**config.mk**
```make
export PLATFORM = sky130hd
export DESIGN_NAME = pmod_port_arbiter
export DESIGN_NICKNAME = d
export VERILOG_FILES = /design/src/rtl/pmod_port_arbiter.sv
export SDC_FILE = /design/constraint.sdc
export NUM_CORES = 1
export LEC_CHECK = 0
export ABC_AREA = 1
export BUFFER_PORTS_ARGS = -buffer_cell sky130_fd_sc_hd__buf_2
export CAP_MARGIN = 20
export CORE_MARGIN = 2
export CORE_UTILIZATION = 28
export CTS_CLUSTER_SIZE = 25
export DETAILED_ROUTE_END_ITERATION = 16
export GPL_TIMING_DRIVEN = 0
export SETUP_SLACK_MARGIN = 0.2
export SYNTH_ARGS = -nofsm -noshare
export SYNTH_HDL_FRONTEND = slang
export SYNTH_SLANG_ARGS = --single-unit
```
**constraint.sdc**
```tcl
create_clock -name clk -period 2.1 [get_ports clk]
set_input_delay 0 -clock clk [delete_from_list [all_inputs] [get_ports clk]]
set_output_delay 0 -clock clk [all_outputs]
set_load 0.1 [all_outputs]
```
**src/rtl/pmod_port_arbiter.sv**
```systemverilog
// pmod_port_arbiter: shares one 4-pin PMOD mux between UART, SPI, GPIO and I2C.
// Round-robin winner selection, settle time after every mux mode change,
// guard time after every grant release, optional forced revocation.
module pmod_port_arbiter #(
  parameter int unsigned SETTLE_CYCLES = 4,
  parameter int unsigned GUARD_CYCLES  = 2,
  parameter int unsigned MAX_HOLD      = 0,
  parameter logic [1:0]  DEFAULT_SEL   = 2'b10
) (
  input  logic       clk,
  input  logic       rst,
  input  logic [3:0] req,
  output logic [3:0] grant,
  output logic [1:0] sel,
  output logic       busy,
  output logic [3:0] revoked
);

  typedef enum logic [1:0] {IDLE, SETTLE, GRANT, GUARD} stateT;

  localparam logic [7:0]  SETTLE_LOAD = 8'(SETTLE_CYCLES);
  localparam logic [7:0]  GUARD_LOAD  = 8'(GUARD_CYCLES);
  localparam logic [15:0] MAX_HOLD_V  = 16'(MAX_HOLD);

  stateT       state, stateNext;
  logic [3:0]  grantNext;
  logic [1:0]  selNext;
  logic [3:0]  revokedNext;
  logic [1:0]  rrPtr, rrPtrNext;
  logic [7:0]  phaseCnt, phaseCntNext;
  logic [15:0] holdCnt, holdCntNext;
  logic [1:0]  winner;
  logic        othersWaiting;

  // First set request bit scanning upward from the round-robin pointer, wrapping 3->0.
  function automatic logic [1:0] pickWinner(input logic [3:0] r, input logic [1:0] ptr);
    logic [1:0] idx;
    logic       found;
    pickWinner = ptr;
    found      = 1'b0;
    for (int i = 0; i < 4; i++) begin
      idx = ptr + 2'(i);
      if (!found && r[idx]) begin
        pickWinner = idx;
        found      = 1'b1;
      end
    end
  endfunction

  function automatic logic [3:0] oneHot(input logic [1:0] i);
    oneHot = 4'b0001 << i;
  endfunction

  // Hold counter saturates instead of wrapping so a very long grant stays revocable.
  function automatic logic [15:0] satInc16(input logic [15:0] c);
    satInc16 = (c == 16'hFFFF) ? c : c + 16'd1;
  endfunction

  // sel doubles as the registered winner: it always names the current owner outside IDLE.
  assign busy = (state != IDLE);

  // Next-state and next-output logic for the arbitration FSM.
  always_comb begin
    stateNext     = state;
    grantNext     = grant;
    selNext       = sel;
    revokedNext   = '0;
    rrPtrNext     = rrPtr;
    phaseCntNext  = phaseCnt;
    holdCntNext   = holdCnt;
    winner        = pickWinner(req, rrPtr);
    othersWaiting = |(req & ~oneHot(sel));

    case (state)
      IDLE: begin
        if (|req) begin
          selNext = winner;
          if (winner == sel || SETTLE_CYCLES == 0) begin
            grantNext   = oneHot(winner);
            holdCntNext = 16'd1;
            stateNext   = GRANT;
          end else begin
            phaseCntNext = SETTLE_LOAD;
            stateNext    = SETTLE;
          end
        end
      end

      SETTLE: begin
        if (!req[sel]) begin
          // Requester gave up before the mux settled: no grant, pointer untouched.
          phaseCntNext = GUARD_LOAD;
          stateNext    = GUARD;
        end else if (phaseCnt <= 8'd1) begin
          grantNext   = oneHot(sel);
          holdCntNext = 16'd1;
          stateNext   = GRANT;
        end else begin
          phaseCntNext = phaseCnt - 8'd1;
        end
      end

      GRANT: begin
        holdCntNext = satInc16(holdCnt);
        if (!req[sel]) begin
          grantNext    = '0;
          rrPtrNext    = sel + 2'd1;
          phaseCntNext = GUARD_LOAD;
          stateNext    = GUARD;
        end else if (MAX_HOLD != 0 && holdCnt >= MAX_HOLD_V && othersWaiting) begin
          grantNext    = '0;
          revokedNext  = oneHot(sel);
          rrPtrNext    = sel + 2'd1;
          phaseCntNext = GUARD_LOAD;
          stateNext    = GUARD;
        end
      end

      GUARD: begin
        // A zero guard length still spends one cycle here.
        if (phaseCnt <= 8'd1) begin
          stateNext = IDLE;
        end else begin
          phaseCntNext = phaseCnt - 8'd1;
        end
      end

      default: begin
        grantNext = '0;
        stateNext = IDLE;
      end
    endcase
  end

  // State and registered outputs; reset aborts immediately to the idle configuration.
  always_ff @(posedge clk or posedge rst) begin
    if (rst) begin
      state    <= IDLE;
      grant    <= '0;
      sel      <= DEFAULT_SEL;
      revoked  <= '0;
      rrPtr    <= '0;
      phaseCnt <= '0;
      holdCnt  <= '0;
    end else begin
      state    <= stateNext;
      grant    <= grantNext;
      sel      <= selNext;
      revoked  <= revokedNext;
      rrPtr    <= rrPtrNext;
      phaseCnt <= phaseCntNext;
      holdCnt  <= holdCntNext;
    end
  end

endmodule
```
==> metrics.md <==
| Metric | Value |
|---|---|
| Post-synth top cells | nand2_1, nand3_1, inv_1 |
| CTS Sinks | 18 |
| Vias per cell | 4.772 |
| Post-route ant nets | 0 |
| Slew Limit Fails | 0 |
| Global Route Usage Sum | ~14% |
| Post-Syn Instances | 244 |
| Ys flop type | dfrtp_1 |
| Top cell type's share of synthesized area | a little over a quarter |
| DR DRC count | 0 |
| Critical Path RT | 2.25 ns |
| Synth top area cells | dfrtp_1, nand2_1, nand3_1 |
| Routed WL | 4064 um |
| Setup Crit Path Kind | flip-flop to flip-flop |
| CP endpoint kind | flip-flop |
| Post-DP HPWL | 2742 um |
| Hold depth | 6 |
| Crit-path cells | inv_2 -> buf_6 -> nand2_1 -> nand2_2 -> nand2_4 -> nand2_4 -> a21oi_4 -> nand3_2 -> nand2_2 -> nand2_2 -> nand2_4 -> nand4_4 -> nand3_2 -> nand2_1 |
| WL met2 | 2007 um |
| Post-synth EDFFs | 0 |
| Synth Cell Area | 1567 um^2 |
| Mean Syn Cell Area | between 6 and 7 um^2 |
| Placeable Area | approximately 5400 um^2 |
| Die H | 78.80 um |
| Hold WS | 0.3066 ns |
| Top-level I/O count | 17 |
| Unrepaired setup endpoints after global routing | true |
| Tcrit/Tclk final | 94.86% |
| Register area share after synthesis | between 20% and 30% |
| Arr. time, crit path | 2.14 ns |
| Layout Nets | 288 |
| Final Skew | 0.004197 ns |
| Clock Tree Buf Depth | 2 |
| CP Launch Type | flip-flop |
| Crit path largest cell delay | 0.40 ns |
| Peak Freq | 502.0 MHz |
| Largest net degree at the start of global routing | 19 |
| Ant. Diodes | 0 |
| Die ar. | approximately 6200 um^2 |
| CTS tree | built |
| Worst min path class | input port to flip-flop |
| R2R Setup Slk | 0.11 ns |
| Initial antenna violation count | 0 |
| Tmin final | 1.992 ns |
| Wire per inst | 11.75 um |
| Detailed-route via count | 1651 |
| Fin area | ~2200 um^2 |
| Flip-flop and latch area | roughly 460 um^2 |
| Reg2reg path depth | 14 |
| H-tree lvl count | 1 |
| Share of cells above drive strength 1 | 40.15% |
| Worst-Skew Late Latency | roughly 0.26 ns |
| Async set or reset register ratio after synthesis | between 90% and 100% |
| Initial Utilization | 28.80% |
| Final setup violation count | 0 |
| Most frequent cell after synthesis | nand2_1 |
| Met1 WL | between 1500 and 2000 um |
| Initial DRC Count | approximately 110 |
| Die Span X | 78.80 um |
| Fin. Hold Viols | 0 |
| Largest area contributor in the netlist | dfrtp_1 |
| Syn. warnings | 0 |
| Reg-to-reg critical path endpoint | phaseCnt[1] |
| Yosys reg bits | 18 |
| Slew @ Worst Pin | 0.7146 ns |
| Number of global-route vias before repair | 1558 |
| DR pass1 iterations | 4 |
| Total CTS buffers | 3 |
| Outcome | finished clean |
| Port bufs | 12 |
| WL met3 | between 100 and 150 um |
| CP max stage cell | dfrtp_1 |
| First-pass GRT wire length | 6796 um |
| Relative slew slack | between 50% and 60% |
| CTS clk-pin slew, worst paths | ~0.070 ns |
| CP max FO | 8 |
| Synth cell types | 28 |
| Global route total overflow | 0 |
| Crit path from | rrPtr[0] |
| Final RePlAce weighted congestion | 0.8514 |
| Filler instances | 547 |
| Root Buffer | clkbuf_8 |
| Min-delay src | req[2] |
| Multi-input logic area | around 1300 um^2 |
| DP Area | ~1800 um^2 |
| Row count | 27 |
| Reg-to-Reg Start | rrPtr[0] |
| Top layer in use | met4 |
| Max cap viols | 0 |
| CP endpoint | phaseCnt[1] |
| Area grow syn2layout | 39.62% |
-- sequential cells by signal, indices dropped and copies added, names as in the netlist --
name	flops
grant	4
phaseCnt	8
state	2
sel	2
rrPtr	2
-- repair_timing --
item / CTS / global route
pin swaps: 10 / 24
setup buffers: 3 / 6
endpoints found under the hold margin: 17 / 0
gates cloned: 1 / 0
hold buffers: 1 / 0
endpoints found under the setup margin: 14 / 14
gates resized for setup: 22 / 55
-- stage by stage --
step	std cells	TNS [ns]	setup WS, ns	utilization [%]
6_report	346	0	0.1080	40.21
5_1_grt	346	-0.1717	-0.02795	40.21
4_1_cts	340	0	0.1449	35.45
3_5_place_dp	331	0	0.04882	32.30
3_3_place_gp	331	0	0.06424	32.30
2_1_floorplan	247	0	0.2021	-
-- kinds of logic after synthesis --
| group | after synthesis | synth area share, % |
|---|---|---|
| adder cells (fa/ha/maj) | 7 | 5.591 |
| AND/OR/NAND/NOR | 153 | 44.09 |
| AO/OA/AOI/OAI | 26 | 8.946 |
| flip-flops | 18 | 28.83 |
| buffers and inverters | 35 | 10.06 |
| XOR/XNOR | 4 | 2.237 |
| other | 1 | 0.2394 |
-- worst max-delay path: cells and delay by family, from the launching register on --
family                 cells  cell delay [ns]
buffers and inverters      2             0.21
flip-flops                 1             0.40
AO/OA/AOI/OAI              1             0.17
AND/OR/NAND/NOR           11             1.08
-- worst min-delay path by stage --
stage / endpoint / slack (ns)
2_1_floorplan: grant[0] / -0.06
3_5_place_dp: grant[1] / 0.16
6_report: sel[1] / 0.31
5_1_grt: sel[1] / 0.33
4_1_cts: sel[1] / 0.28
3_3_place_gp: phaseCnt[3] / 0.14
-- routing by layer --
metal	track usage (%)	up-vias
met4	4.737	0
li1	-	841
met5	0	-
met1	16.69	777
met3	2.955	5
met2	23.25	28
-- layout by cell type, fill, tap and decap left out, types with 3 or more instances in the layout --
| master | n |
|---|---|
| o21ai_1 | 3 |
| buf_2 | 12 |
| inv_2 | 8 |
| nand3_4 | 5 |
| a21oi_2 | 4 |
| o21ai_0 | 9 |
| nand2_1 | 56 |
| dfrtp_1 | 15 |
| buf_4 | 13 |
| buf_6 | 3 |
| clkbuf_8 | 4 |
| inv_1 | 19 |
| nand3_2 | 16 |
| nor2_1 | 21 |
| a21oi_1 | 5 |
| xor2_1 | 3 |
| ha_1 | 7 |
| nand2_2 | 22 |
| nand2_4 | 12 |
| conb_1 | 4 |
| nand3_1 | 14 |
-- layout make-up --
type	instances	share of cell area, %
buffer	6	2.403
timing repair buffer	23	6.808
inverter	29	5.320
clock buffer	4	2.517
multi-input combinational	194	57.78
tap	72	4.119
sequential	18	21.05
Power is left out: the tool's default activity adds up to more than one toggle a clock period on the data nets, which glitch-free logic cannot reach.
